`config.mk`:
```
export PLATFORM = sky130hd
export DESIGN_NAME = seq_shifter_flat
export DESIGN_NICKNAME = d
export VERILOG_FILES = /design/src/rtl/seq_shifter_pkg.sv /design/src/rtl/seq_shifter_if.sv /design/src/rtl/seq_shifter_shift_step.sv /design/src/rtl/seq_shifter.sv /design/src/flat_wrapper.sv
export SDC_FILE = /design/constraint.sdc
export NUM_CORES = 1
export LEC_CHECK = 0
export BUFFER_PORTS_ARGS = -buffer_cell sky130_fd_sc_hd__clkbuf_2
export CORE_UTILIZATION = 30
export CTS_CLUSTER_DIAMETER = 30
export DETAILED_ROUTE_END_ITERATION = 7
export GPL_TIMING_DRIVEN = 0
export PLACE_DENSITY = 0.57
export RECOVER_POWER = 50
export SETUP_SLACK_MARGIN = 0.3
export SYNTH_ARGS = -nofsm -noshare
export SYNTH_HDL_FRONTEND = slang
export SYNTH_SLANG_ARGS = --single-unit
```
`constraint.sdc`:
```
create_clock -name clk -period 2 [get_ports clk]
set_input_delay 0.2 -clock clk [delete_from_list [all_inputs] [get_ports clk]]
set_output_delay 0.2 -clock clk [all_outputs]
set_load 0.02 [all_outputs]
```
`src/rtl/seq_shifter_pkg.sv`:
```
// Shared op codes and FSM state encoding for the sequential shifter.
// No logic; no latency; no backpressure.
package shifter_pkg;

    localparam logic [2:0] OP_MVB = 3'b000;
    localparam logic [2:0] OP_ASR = 3'b001;
    localparam logic [2:0] OP_LSR = 3'b010;
    localparam logic [2:0] OP_LSL = 3'b011;
    localparam logic [2:0] OP_RSR = 3'b100;
    localparam logic [2:0] OP_RSL = 3'b101;

    typedef enum logic [1:0] {
        ST_IDLE  = 2'd0,
        ST_SHIFT = 2'd1,
        ST_DONE  = 2'd2
    } state_t;

    // 11x codes alias MVB, so they take the zero-step path as well.
    function automatic logic is_move(input logic [2:0] op);
        return (op == OP_MVB) || (op[2:1] == 2'b11);
    endfunction

endpackage

```
`src/rtl/seq_shifter_if.sv`:
```
// Request/result bundle between a shift requester and seq_shifter.
// No logic; start is only honoured while busy is low.
interface seq_shifter_if #(
    parameter int BW = 8,
    parameter int AW = $clog2(BW)
);
    logic          start;
    logic [2:0]    op;
    logic [AW-1:0] shamt;
    logic [BW-1:0] din;
    logic          busy;
    logic          done;
    logic [BW-1:0] dout;
    logic          c;
    logic          z;

    modport master (
        output start, op, shamt, din,
        input  busy, done, dout, c, z
    );

    modport slave (
        input  start, op, shamt, din,
        output busy, done, dout, c, z
    );
endinterface

```
`src/rtl/seq_shifter_shift_step.sv`:
```
// Single-position shift/rotate of a BW-bit word, with the bit shifted out.
// Combinational, zero latency; no backpressure.
module shift_step
    import shifter_pkg::*;
#(
    parameter int BW = 8
) (
    input  logic [2:0]    op,
    input  logic [BW-1:0] x,
    output logic [BW-1:0] y,
    output logic          k
);

    always_comb begin
        y = x;
        k = 1'b0;
        case (op)
            OP_ASR: begin y = {x[BW-1], x[BW-1:1]}; k = x[0];    end
            OP_LSR: begin y = {1'b0,    x[BW-1:1]}; k = x[0];    end
            OP_LSL: begin y = {x[BW-2:0], 1'b0};    k = x[BW-1]; end
            OP_RSR: begin y = {x[0],    x[BW-1:1]}; k = x[0];    end
            OP_RSL: begin y = {x[BW-2:0], x[BW-1]}; k = x[BW-1]; end
            default: ;
        endcase
    end

endmodule

```
`src/rtl/seq_shifter.sv`:
```
// Multi-cycle shift/rotate: one bit position per clock, result on a done pulse.
// Latency shamt+1 cycles to done (1 for zero-step ops); start ignored while busy.
module seq_shifter
    import shifter_pkg::*;
#(
    parameter int BW = 8,
    parameter int AW = $clog2(BW)
) (
    input  logic          clk,
    input  logic          rst_n,
    seq_shifter_if.slave  bus
);

    state_t        state_q, state_d;
    logic [AW-1:0] count_q;
    logic [BW-1:0] work_q;
    logic [2:0]    op_q;
    logic [BW-1:0] dout_q;
    logic          c_q;
    logic          z_q;

    logic [BW-1:0] step_y;
    logic          step_k;
    logic          bypass;
    logic          last_step;

    shift_step #(.BW(BW)) u_step (
        .op (op_q),
        .x  (work_q),
        .y  (step_y),
        .k  (step_k)
    );

    assign bypass    = (bus.shamt == '0) || is_move(bus.op);
    assign last_step = (count_q == AW'(1));

    always_ff @(posedge clk or negedge rst_n) begin
        if (!rst_n) state_q <= ST_IDLE;
        else        state_q <= state_d;
    end

    always_comb begin
        state_d = state_q;
        case (state_q)
            ST_IDLE:  if (bus.start) state_d = bypass ? ST_DONE : ST_SHIFT;
            ST_SHIFT: if (last_step) state_d = ST_DONE;
            ST_DONE:  state_d = ST_IDLE;
            default:  state_d = ST_IDLE;
        endcase
    end

    // Result registers load only on the edge that enters DONE, so they hold
    // the previous result throughout SHIFT.
    always_ff @(posedge clk or negedge rst_n) begin
        if (!rst_n) begin
            count_q <= '0;
            work_q  <= '0;
            op_q    <= OP_MVB;
            dout_q  <= '0;
            c_q     <= 1'b0;
            z_q     <= 1'b0;
        end else begin
            case (state_q)
                ST_IDLE: begin
                    if (bus.start) begin
                        work_q  <= bus.din;
                        op_q    <= bus.op;
                        count_q <= bus.shamt;
                        if (bypass) begin
                            dout_q <= bus.din;
                            c_q    <= 1'b0;
                            z_q    <= (bus.din == '0);
                        end
                    end
                end
                ST_SHIFT: begin
                    work_q  <= step_y;
                    count_q <= count_q - AW'(1);
                    if (last_step) begin
                        dout_q <= step_y;
                        c_q    <= step_k;
                        z_q    <= (step_y == '0);
                    end
                end
                default: ;
            endcase
        end
    end

    assign bus.busy = (state_q != ST_IDLE);
    assign bus.done = (state_q == ST_DONE);
    assign bus.dout = dout_q;
    assign bus.c    = c_q;
    assign bus.z    = z_q;

endmodule
```
`src/flat_wrapper.sv`:
```
// flat-port wrapper written by rule: the top's interface ports become plain ports
module seq_shifter_flat import shifter_pkg::*;
#(
    parameter int BW = 8,
    parameter int AW = $clog2(BW)
)
  (clk, rst_n, bus_start, bus_op, bus_shamt, bus_din, bus_busy, bus_done, bus_dout, bus_c, bus_z);
  seq_shifter_if #(.BW(BW), .AW(AW)) bus_i ();
  input  logic clk;
  input  logic rst_n;
  input wire logic [$bits(bus_i.start)-1:0] bus_start;
  input wire logic [$bits(bus_i.op)-1:0] bus_op;
  input wire logic [$bits(bus_i.shamt)-1:0] bus_shamt;
  input wire logic [$bits(bus_i.din)-1:0] bus_din;
  output wire logic [$bits(bus_i.busy)-1:0] bus_busy;
  output wire logic [$bits(bus_i.done)-1:0] bus_done;
  output wire logic [$bits(bus_i.dout)-1:0] bus_dout;
  output wire logic [$bits(bus_i.c)-1:0] bus_c;
  output wire logic [$bits(bus_i.z)-1:0] bus_z;
  assign bus_i.start = bus_start;
  assign bus_i.op = bus_op;
  assign bus_i.shamt = bus_shamt;
  assign bus_i.din = bus_din;
  assign bus_busy = bus_i.busy;
  assign bus_done = bus_i.done;
  assign bus_dout = bus_i.dout;
  assign bus_c = bus_i.c;
  assign bus_z = bus_i.z;
  seq_shifter #(.BW(BW), .AW(AW)) u_core (.clk(clk), .rst_n(rst_n), .bus(bus_i));
endmodule
```
After elaboration in Yosys (flattened, before gate mapping)
Index checks and enable logic that the tools add are counted.

word-level totals
  RAM bits = 0
  ROM bits = 0
  latch bits = 0
  register bits = 26
  input bits = 17
  word-level logic and storage cells = 57
  output and inout port bits = 12
  memories kept = 0

operators by class
  bitwise logic cells = 0
  div/mod/pow operators = 0
  $mul = 0
  add/sub/neg operators = 1
  eq/ne operators = 12
  reduce and logical (&&, ||, !) cells = 15
  mux-type cells = 22
  shifts and indexed selects = 0
  $lt $le $gt $ge = 0

operators by type and width
  cell                                                    number
  one-hot mux 8 bit (5 select lines)                      1
  2-to-1 mux 8 bit                                        4
  one-hot mux 8 bit (2 select lines)                      2
  zero test 8 bit                                         2
  equality test 3 x 1 -> 1 bit (second input constant)    2
  equality test 3 x 2 -> 1 bit (second input constant)    2
  equality test 3 bit (second input constant)             2
  zero test 3 bit                                         2
  2-to-1 mux 1 bit                                        6
  2-to-1 mux 2 bit                                        3
  one-hot mux 1 bit (2 select lines)                      3
  one-hot mux 3 bit (2 select lines)                      1
  AND reduction 2 bit                                     3
  equality test 2 bit (second input constant)             2
  inequality test 2 x 1 -> 1 bit (second input constant)  2
  one-hot mux 2 bit (2 select lines)                      1
  AND reduction 4 bit                                     1
  nonzero test 2 bit                                      2
  2-to-1 mux 3 bit                                        1
  OR reduction 3 bit                                      1
  subtractor 3 x 1 -> 3 bit (second input constant)       1
  equality test 2 x 1 -> 1 bit (second input constant)    1
  zero test 2 bit                                         1
  logical OR 1 bit                                        2
  other kinds (2)                                         2

Depth between registers and ports, before layout
Gate-level depths: netlist of run 1.

  depth after elaboration = 6
  depth in mapped cells = 9
  mapped depth without buffers = 7

Modules after synthesis
Synthesis of run 1 repeated with hierarchy kept, for this count alone.

unflattened totals
  cell total of the unflattened synthesis = 173
  area, all modules = 1679.1 sq um

by module, submodules not included
  module       area each (sq um)  seq. area each (sq um)  cells each  instances
  seq_shifter  1297.5             650.6                   123         1
  shift_step   381.6              0.0                     50          1

Least setup slack after synthesis of run 1
OpenSTA, ideal clock, no wires.

  path kind = register to register
  from = reg u_core.count_q[1]
  to = reg u_core.dout_q[7], in the netlist u_core.bus.dout[7]
  buffers on the path = 1
  path slack = 286 ps
  required time = 1875 ps
  stages on the path, launching flop included = 9
  data arrival time = 1589 ps
  setup time = 125 ps
  clock period less this slack = 1714 ps
  path through = dfrtp_1 inv_1 ha_1 nor2b_1 mux2i_1 or3_1 buf_2 inv_2 mux2_2

between the ends
  longest elaborated chain between the ends = 3

ends and longest elaborated chain
  item                                      RTL line           RTL
  from (decl)                               seq_shifter.sv:15  logic [AW-1:0] count_q;
  from (signal assigned)                    seq_shifter.sv:68  count_q <= bus.shamt;
  from (signal assigned)                    seq_shifter.sv:78  count_q <= count_q - AW'(1);
  equality test 3 x 1 -> 1 bit              seq_shifter.sv:35  assign last_step = (count_q == AW'(1));
  inequality test 2 x 1 -> 1 bit (no line)  --
  AND reduction 4 bit (no line)             --
  to (signal assigned)                      seq_shifter.sv:70  dout_q <= bus.din;
  to (signal assigned)                      seq_shifter.sv:80  dout_q <= step_y;
  to (decl)                                 seq_shifter.sv:18  logic [BW-1:0] dout_q;

Every way passes these cells.
A chain may end at the register's enable or synchronous reset.

Final worst setup path of run 1
  from = reg u_core.op_q[1]
  to = reg u_core.z_q, in the netlist u_core.bus.z

between the ends
  longest elaborated chain between the ends = 5
  elaborated cells on any way between the ends = 9
  classes of those cells = eq/ne: 5; mux: 3; reduce/logical: 1

ends and longest elaborated chain
  item                                         RTL line                      RTL
  from (decl)                                  seq_shifter.sv:17             logic [2:0] op_q;
  from (signal assigned)                       seq_shifter.sv:67             op_q <= bus.op;
  equality test 3 bit (tied with other cells)  seq_shifter_shift_step.sv:17  case (op)
  one-hot mux 8 bit (5 select lines) *         seq_shifter_shift_step.sv:17
  zero test 8 bit *                            seq_shifter.sv:82             z_q <= (step_y == '0);
  2-to-1 mux 1 bit *                           seq_shifter.sv:79             if (last_step) begin
  one-hot mux 1 bit (2 select lines) *         seq_shifter.sv:63             case (state_q)
  to (signal assigned)                         seq_shifter.sv:72             z_q <= (bus.din == '0);
  to (signal assigned)                         seq_shifter.sv:82
  to (decl)                                    seq_shifter.sv:20             logic z_q;

Every way passes the cells marked *; elsewhere a longest branch is shown, timed or not. The select of a mux whose other input is x is not followed.

==> metrics.csv, run 1 <==
metric,value,unit
status,completed,
syn nets,181,
hold path start,bus_shamt[0],
Post-synth top flop,dfrtp_1,
H-tree depth,1,
"commonest non-fill, non-tap cells in the layout","dfrtp_1, nand2_1, clkbuf_2",
Total Routing Usage GR,0.164,
initial antenna violation count,0,
Cells after DPL,257,
number of global-route vias before repair,1348,
Psw,0.00180,W
die footprint,5420,µm²
routed vias/inst,5.09,
Crit Path Class,register to register,
Mapped Cells,162,
GR peak layer,met2,
DR pass1 iterations,4,
Worst Tran Pin Value,0.656,ns
port buffer count,28,
hpwl dp,2810,µm
switching portion of total power,0.456,
num ports,29,
Synth Register Bits,26,
GR Util met1,0.226,
Starting Density,0.320,
# diodes,0,
Logic pwr share,0.661,
Inserted Clock Buffers,3,
Syn Area/Cell,9.51,µm²
startpoint class of the critical path,register,
Area after DPL,1770,µm²
"Data required, critical path",2.21,ns
Post-synth EDFFs,0,
gpl congestion,0.828,
Synth Cell Area,1540,µm²
DRC Markers,0,
complex-gate fraction of the synthesized area,0.202,
CTS Root Cell,clkbuf_8,
register area share after synthesis,0.422,
YS warnings,0,
area grow syn2layout,31.2,%
power density cells,1950,nW/µm²
nets,230,
FMAX,536,MHz
largest net degree at the start of global routing,27,
crit path capture type,register,
Lkg Pwr,0.915,nW
DR iter-0 viols,66,
CTS tree,yes,
met2 Usage GRT,0.256,
Die Ht,73.7,µm
fraction of layout cells with a size suffix above 1,0.335,
crit path max fanout,8,
final cell count without fillers,276,
Clk pwr share,0.076,
Skew-Pair Late Insertion Delay,0.28,ns
HP Class,input pin to register,
CORE AREA,4820,µm²
final setup fails,0,
Yosys cell types,41,
"commonest non-fill, non-tap cell in the layout",dfrtp_1,
ANT nets after route,0,
WL final,4070,µm
P_int,0.00215,W
Synth area leader,dfrtp_1,
relative slew slack,0.563,
Yosys top cell area share,0.422,
synth top area cells,"dfrtp_1, mux2i_1, o21ai_0",
Crit path arrival time,2.07,ns
post-synthesis adder-cell area fraction,0.0162,
mux cell area share after synthesis,0.128,
Sink Count,26,
Layout Skew,0.00625,ns
Finished Cell Area,2020,µm²
GR met3 Demand/Resource,0.0206,
final hold violations,0,
Reg power frac,0.263,
"Clk pin slew, worst setup/hold paths",0.08,ns
Critical Path Source,u_core.op_q[1],
main combinational cell family by area after synthesis,compound AO/OA/AOI/OAI gates,
hold slack,0.185,ns
final period utilization,0.932,
Simple-Gate Fraction of Synth Area,0.154,
CTS Buffer Depth,2,
ys async rst share,1.00,
Worst R2R Start,u_core.op_q[1],
Vias,1405,
global-route wire length before repair,6560,µm
Die X,73.7,µm
Max-cap violations,0,
row cnt,25,
RSZ-0062 raised after global routing,yes,
fin. max-slew vios,0,
Setup TNS Final,0,ns
clock period minus worst slack,1.86,ns
Max VDD drop,792,µV
xor/xnor share of the synthesized area,0.0179,
GRT Residual Overflow,0,
routed len/inst,14.8,µm
[power by group through the flow]
stage | Sequential (W) | Clock, W | Combinational [W]
after floorplan | 0.00108 | 0 | 0.00145
after global placement | 0.00103 | 0 | 0.00201
after detailed placement | 0.00104 | 0 | 0.00203
after CTS | 0.00102 | 0.000303 | 0.00229
after global routing | 0.00107 | 0.000323 | 0.00286
final | 0.00104 | 0.000300 | 0.00261
[metrics by stage]
step	util	total power, W	worst slack [ns]
2_1_floorplan	-	0.00254	0.313
3_3_place_gp	0.367	0.00304	0.0695
3_5_place_dp	0.367	0.00306	0.0633
4_1_cts	0.398	0.00361	0.138
5_1_grt	0.419	0.00425	0.0386
6_report	0.419	0.00394	0.136
[worst max-delay path: stages, from the launching register on]
cell and delay, ns:
dfrtp_1 0.37, buf_6 0.16, nor3_4 0.05, a21o_1 0.21
a221o_2 0.42, nor4_4 0.28, nand4_1 0.16, a2bb2oi_2 0.14
[flip-flops by register name, indices dropped and copies added (netlist names)]
name,cells
u_core.count_q,3
u_core.op_q,3
u_core.bus.c,1
u_core.bus.dout,8
u_core.bus.z,1
u_core.state_q,2
u_core.work_q,8
[path summary, 6_finish.rpt]
path | end | cells after the start | slack (ns)
setup / recovery | u_core.bus.z | 7 | 0.14
hold / removal | u_core.count_q[0] | 2 | 0.19
setup reg to reg | u_core.bus.z | 7 | 0.14
hold reg to reg | u_core.bus.dout[4] | 2 | 0.49
max in group asynchronous | u_core.op_q[0] | 2 | 1.06
min in group asynchronous | u_core.bus.dout[2] | 2 | 0.48
[Yosys cell counts (2+ instances only)]
cell,n
nor3_1,3
a221o_1,5
o31ai_1,3
nor4_1,2
o22ai_1,2
mux2i_1,13
o21ai_1,2
nor2b_1,2
o211ai_1,2
ha_1,2
mux2_2,6
nand2_1,19
nand2b_1,2
clkbuf_1,2
buf_2,3
nor2_1,12
inv_1,7
dfrtp_1,26
and2_1,2
nand3_1,2
buf_6,3
a21oi_1,8
o21ai_0,16
[kinds of logic (layout without fill, tap and decap cells)]
logic type	Yosys count	in the layout
xor+xnor	1	1
fa+ha+maj	2	2
compound gates	47	47
mux	19	19
simple gates	50	50
buf+inv	17	64
flops	26	26
[per-layer routing]
metal  wire (µm)  up-vias  share of wire
met5           0        -              0
met4         110        0          0.027
met3         165       10          0.041
met2        1930       35           0.47
met1        1860      678           0.46
li1            -      682              -
[timing repair]
action / 4_1_cts / 5_1_grt
hold buffers: 1 / 0
pin swaps: 2 / 12
resized for setup: 15 / 23
buffers inserted: 8 / 7
setup endpoints to repair: 21 / 18
endpoints found under the hold margin: 26 / 0
[layout make-up]
class,count,area [µm²]
sequential,26,652
clock buffer,3,41.3
fill,507,2800
multi-input combinational,119,880
tap,67,83.8
timing repair buffer,44,248
buffer,9,86.3
inverter,8,30.0
No activity file was read; power rests on OpenSTA's default activity.
==> inputs of run 2 (changes only) <==
--- a/config.mk
+++ b/config.mk
@@ -6,11 +6,13 @@
 export NUM_CORES = 1
 export LEC_CHECK = 0
 export BUFFER_PORTS_ARGS = -buffer_cell sky130_fd_sc_hd__clkbuf_2
-export CORE_UTILIZATION = 30
+export CELL_PAD_IN_SITES_DETAIL_PLACEMENT = 1
+export CELL_PAD_IN_SITES_GLOBAL_PLACEMENT = 2
+export CORE_UTILIZATION = 33
 export CTS_CLUSTER_DIAMETER = 30
 export DETAILED_ROUTE_END_ITERATION = 7
 export GPL_TIMING_DRIVEN = 0
-export PLACE_DENSITY = 0.57
+export PLACE_DENSITY = 0.86
 export RECOVER_POWER = 50
 export SETUP_SLACK_MARGIN = 0.3
 export SYNTH_ARGS = -nofsm -noshare
==> metrics.csv, run 2 (same netlist as run 1, synthesis figures left out) <==
metric,value,unit,change
status,completed,,
CTS Buffer Depth,2,,unchanged
Worst Tran Pin Value,0.669,ns,+0.0123 ns
hpwl dp,3190,µm,+14%
"slowest stage cell, crit path",dfrtp_1,,
number of global-route vias before repair,1579,,+17%
initial antenna violation count,0,,unchanged
nets,237,,+3.0%
final cell count without fillers,269,,-2.5%
Clk pwr share,0.096,,+0.020
hold slack,0.183,ns,-0.00201 ns
ANT nets after route,0,,unchanged
family with the most delay on the worst path,simple AND/OR/NAND/NOR gates,,
Finished Cell Area,2220,µm²,+9.7%
Cells after DPL,242,,-5.8%
DR pass1 iterations,4,,unchanged
DP Worst Slack,0.0442,ns,-0.0190 ns
startpoint class of the critical path,register,,
fin. max-slew vios,0,,unchanged
row cnt,24,,-4.0%
power density cells,2070,nW/µm²,+6.3%
area grow syn2layout,43.9,%,
# diodes,0,,unchanged
"commonest non-fill, non-tap cells in the layout","dfrtp_1, clkbuf_2, buf_4",,
DR iter-0 viols,42,,-36%
CTS Root Cell,clkbuf_8,,
FMAX,521,MHz,-2.9%
"Clk pin slew, worst setup/hold paths",0.09,ns,about the same
DRC Markers,0,,unchanged
HP Class,input pin to register,,
largest net degree at the start of global routing,27,,unchanged
Vias,1470,,+4.6%
final hold violations,0,,unchanged
Psw,0.00210,W,+17%
Area after DPL,1750,µm²,-1.1%
H-tree depth,1,,unchanged
crit path capture type,register,,
routed len/inst,18.9,µm,+28%
switching portion of total power,0.457,,+0.00148
CORE AREA,4410,µm²,-8.4%
port buffer count,28,,unchanged
final period utilization,0.960,,+0.0275
RSZ-0062 raised after global routing,yes,,
Bufs and invs on worst path,1,,unchanged
Max-cap violations,0,,unchanged
num ports,29,,unchanged
routed vias/inst,5.46,,+7.3%
Lkg Pwr,1.01,nW,+10%
WL final,5090,µm,+25%
GRT Residual Overflow,0,,unchanged
Sink Count,26,,unchanged
Logic pwr share,0.668,,+0.007
Skew-Pair Late Insertion Delay,0.27,ns,about the same
Max VDD drop,1050,µV,+32%
worst-path cell chain,buf_6 > xnor2_4 > nor2_1 > a221o_2 > nor4_2 > nand4_1 > a2bb2oi_2,,
"Data required, critical path",2.21,ns,about the same
Reg power frac,0.236,,-0.027
max incr delay on CP,0.39,ns,-0.03 ns
clock period minus worst slack,1.92,ns,+0.0549 ns
crit path max fanout,7,,-1
final setup margin,0.0807,ns,-0.0549 ns
Layout Skew,0.00141,ns,-0.00485 ns
Die X,70.3,µm,-4.5%
Starting Density,0.349,,+0.0292
Inserted Clock Buffers,3,,unchanged
CTS tree,yes,,
Die Ht,70.3,µm,-4.5%
gpl congestion,0.778,,-6.0%
final setup fails,0,,unchanged
"commonest non-fill, non-tap cell in the layout",dfrtp_1,,
relative slew slack,0.554,,-0.00821
Crit Path Class,register to register,,
Total Routing Usage GR,0.206,,+0.0422
P_int,0.00250,W,+16%
global-route wire length before repair,7980,µm,+22%
Crit path arrival time,2.13,ns,+0.06 ns
die footprint,4940,µm²,-8.8%
fraction of layout cells with a size suffix above 1,0.465,,+0.131
Final Power,0.00460,W,+17%
[run 2: changes by cell type in the layout (fill, tap and decap cells not counted), sizes merged]
cell    change
clkbuf      +2
bufinv      +1
buf         +5
[run 2: path summary, 6_finish.rpt]
kind,startpoint,to,slack [ns],depth (start not counted)
worst max-delay path,u_core.op_q[1],u_core.bus.z,0.08,7
worst min-delay path,bus_op[0],u_core.op_q[0],0.18,2
worst max register to register,u_core.op_q[1],u_core.bus.z,0.08,7
worst min register to register,u_core.bus.dout[6],u_core.bus.dout[6],0.52,2
max in group asynchronous,rst_n,u_core.op_q[0],1.05,2
min in group asynchronous,rst_n,u_core.count_q[1],0.49,2
[run 2: final cells by class]
| cell class | count | area (µm²) |
|---|---|---|
| fill | 494 | 2200 |
| multi-input combinational | 119 | 976 |
| sequential | 26 | 652 |
| timing repair buffer | 51 | 332 |
| buffer | 9 | 88.8 |
| tap | 52 | 65.1 |
| clock buffer | 3 | 41.3 |
| inverter | 8 | 32.5 |
| clock inverter | 1 | 30.0 |
[run 2: layer usage]
metal	global-route usage	routed length, µm	share of wire
met2	0.343	2600	0.51
met5	0	0	0
met1	0.272	2270	0.45
met4	0.0733	75	0.015
met3	0.0260	146	0.029
[run 2: stage by stage]
step	setup TNS, ns	utilization
after global placement	0	0.396
final	0	0.502
after detailed placement	0	0.396
after global routing	-0.0358	0.502
after CTS	0	0.461
after floorplan	0	-
[run 2: what timing repair did]
item | CTS | global route
setup endpoints to repair | 21 | 21
hold buffers | 1 | 0
hold endpoints to repair | 26 | 0
pin swaps | 15 | 11
setup buffers | 12 | 8
cloned | 2 | 0
gates resized for setup | 37 | 39
[run 2: power groups by stage]
stage | combinational (W) | sequential, W | clock, W
finish | 0.00307 | 0.00109 | 0.000439
floorplan | 0.00145 | 0.00108 | 0
global placement | 0.00203 | 0.00102 | 0
detailed placement | 0.00209 | 0.00105 | 0
global route | 0.00331 | 0.00113 | 0.000465
CTS | 0.00255 | 0.00105 | 0.000446
==> inputs of run 3 (changes only) <==
--- a/config.mk
+++ b/config.mk
@@ -8,11 +8,11 @@
 export BUFFER_PORTS_ARGS = -buffer_cell sky130_fd_sc_hd__clkbuf_2
 export CELL_PAD_IN_SITES_DETAIL_PLACEMENT = 1
 export CELL_PAD_IN_SITES_GLOBAL_PLACEMENT = 2
-export CORE_UTILIZATION = 33
+export CORE_UTILIZATION = 36
 export CTS_CLUSTER_DIAMETER = 30
 export DETAILED_ROUTE_END_ITERATION = 7
 export GPL_TIMING_DRIVEN = 0
-export PLACE_DENSITY = 0.86
+export PLACE_DENSITY = 0.92
 export RECOVER_POWER = 50
 export SETUP_SLACK_MARGIN = 0.3
 export SYNTH_ARGS = -nofsm -noshare
==> constraint.sdc (replaced) <==
create_clock -name clk -period 2.3 [get_ports clk]
set_input_delay 0.23 -clock clk [delete_from_list [all_inputs] [get_ports clk]]
set_output_delay 0.23 -clock clk [all_outputs]
set_load 0.02 [all_outputs]
==> metrics.csv, run 3 (same netlist as run 1, synthesis figures left out) <==
metric,value,unit,change
GRT Residual Overflow,0,,unchanged
"commonest non-fill, non-tap cells in the layout","dfrtp_1, clkbuf_2, nand2_1",,
RSZ-0062 raised after global routing,no,,
row cnt,23,,-4.2%
routed len/inst,16.7,µm,-12%
nets,217,,-8.4%
Setup TNS Final,0,ns,unchanged
R2R Path End,u_core.bus.z,,
Psw,0.00149,W,-29%
"Clk pin slew, worst setup/hold paths",0.09,ns,about the same
CTS tree,yes,,
startpoint class of the critical path,register,,
Crit Path Class,register to register,,
Inserted Clock Buffers,3,,unchanged
power density cells,1730,nW/µm²,-17%
clock period minus worst slack,1.90,ns,-0.0237 ns
metal2 WL,1970,µm,-24%
largest net degree at the start of global routing,27,,unchanged
crit path max fanout,10,,+3
initial antenna violation count,0,,unchanged
CORE AREA,4060,µm²,-8.1%
FF-to-FF path depth,7,,unchanged
Max-cap violations,0,,unchanged
Worst R2R Setup Slack,0.40,ns,+0.32 ns
Clk pwr share,0.093,,-0.003
"commonest non-fill, non-tap cell in the layout",dfrtp_1,,
fill cell count,469,,-5.1%
gpl congestion,0.815,,+4.7%
"Data required, critical path",2.50,ns,+0.29 ns
Starting Density,0.380,,+0.0307
Worst R2R Start,u_core.op_q[2],,
Cells after DPL,240,,-0.83%
hpwl dp,3090,µm,-3.1%
switching portion of total power,0.472,,+0.0153
CTS Root Cell,clkbuf_8,,
Max VDD drop,634,µV,-39%
routed vias/inst,5.56,,+1.7%
Skew-Pair Late Insertion Delay,0.27,ns,about the same
Critical Path Source,u_core.op_q[2],,
relative slew slack,0.0144,,-0.540
number of global-route vias before repair,1400,,-11%
Logic pwr share,0.625,,-0.043
ANT nets after route,0,,unchanged
Finished Cell Area,1830,µm²,-17%
CTS Buffer Depth,2,,unchanged
status,completed,,
Total Routing Usage GR,0.208,,+0.00234
Critical Path End,u_core.bus.z,,
DR iter-0 viols,62,,+48%
WL final,4130,µm,-19%
final setup fails,0,,unchanged
Sink Count,26,,unchanged
P_int,0.00167,W,-33%
hold_buf cts,0,,-1
Finished Core Util,0.451,,-0.0508
Lkg Pwr,0.851,nW,-16%
FMAX,528,MHz,+1.2%
area grow syn2layout,18.9,%,
Vias,1373,,-6.6%
fraction of layout cells with a size suffix above 1,0.254,,-0.212
port buffer count,28,,unchanged
uppermost routed layer,met4,,
crit path capture type,register,,
global-route wire length before repair,6970,µm,-13%
length of routed met3 wiring,107,µm,-27%
Crit path arrival time,2.10,ns,-0.03 ns
Area after DPL,1740,µm²,-0.29%
final hold violations,0,,unchanged
final cell count without fillers,247,,-8.2%
Worst Tran Pin Value,1.48,ns,+0.810 ns
Die Ht,67.4,µm,-4.1%
die footprint,4540,µm²,-8.1%
Die X,67.4,µm,-4.1%
Reg power frac,0.282,,+0.046
DR pass1 iterations,4,,unchanged
final period utilization,0.824,,-0.135
DRC Markers,0,,unchanged
HP Class,input pin to register,,
# diodes,0,,unchanged
num ports,29,,unchanged
fin. max-slew vios,0,,unchanged
Layout Skew,0.00727,ns,+0.00586 ns
H-tree depth,1,,unchanged
WL met1,2020,µm,-11%
[run 3: cell count changes in the layout (fill, tap and decap cells not counted), moves of 4 or more]
cell     change
mux2i_1      +4
o21ai_0     +11
o21ai_1      -7
buf_4       -11
nand2_2      -6
o21ai_2      -4
buf_6        -7
nand2_1     +10
nand2_4      -4
[run 3: layout make-up]
type,instances,area [µm²],area share
Multi-Input combinational cell,119,816,0.445
Inverter,8,30.0,0.0164
Timing Repair Buffer,31,154,0.0840
Clock buffer,4,55.1,0.0301
Tap cell,50,62.6,0.0342
Sequential cell,26,652,0.356
Buffer,9,62.6,0.0342
[run 3: routing by layer]
metal	track usage	up-vias
li1	-	656
met1	0.289	685
met2	0.343	28
met3	0.0220	4
met4	0.0559	0
met5	0	-
[run 3: how the worst min path moves through the flow]
stage,cells after the start,from,to
floorplan,0,rst_n,u_core.bus.c
global placement,1,rst_n,u_core.op_q[0]
detailed placement,1,rst_n,u_core.op_q[0]
CTS,1,rst_n,u_core.work_q[4]
global route,2,bus_op[0],u_core.op_q[0]
finish,2,bus_op[0],u_core.op_q[0]
[run 3: power groups by stage]
stage                     registers, W  logic (W)  clock network, W
after floorplan               0.000941    0.00126                 0
after global placement        0.000886    0.00175                 0
after detailed placement      0.000902    0.00182                 0
after CTS                     0.000895    0.00187          0.000300
after global routing          0.000926    0.00218          0.000328
final                         0.000892    0.00197          0.000294
[run 3: critical path, stage by stage (launching register included)]
cell	delay (ns)
dfrtp_1	0.38
buf_6	0.16
nor3_2	0.05
a21o_1	0.22
a221o_1	0.39
nor4_4	0.32
nand4_1	0.16
a2bb2oi_2	0.16
[run 3: repair_timing]
| action | in CTS | in global routing |
|---|---|---|
| resized for setup | 2 | 5 |
| endpoints found under the setup margin | 1 | 17 |
| pin swaps | 0 | 1 |
| setup buffers | 0 | 3 |
[run 3: metrics by stage]
stage / hold WS (ns) / setup WS [ns] / power, W
after floorplan: -0.0656 / 0.586 / 0.00220
after global placement: 0.283 / 0.407 / 0.00264
after detailed placement: 0.303 / 0.345 / 0.00272
after CTS: 0.00827 / 0.334 / 0.00306
after global routing: 0.218 / 0.303 / 0.00343
final: 0.222 / 0.404 / 0.00316
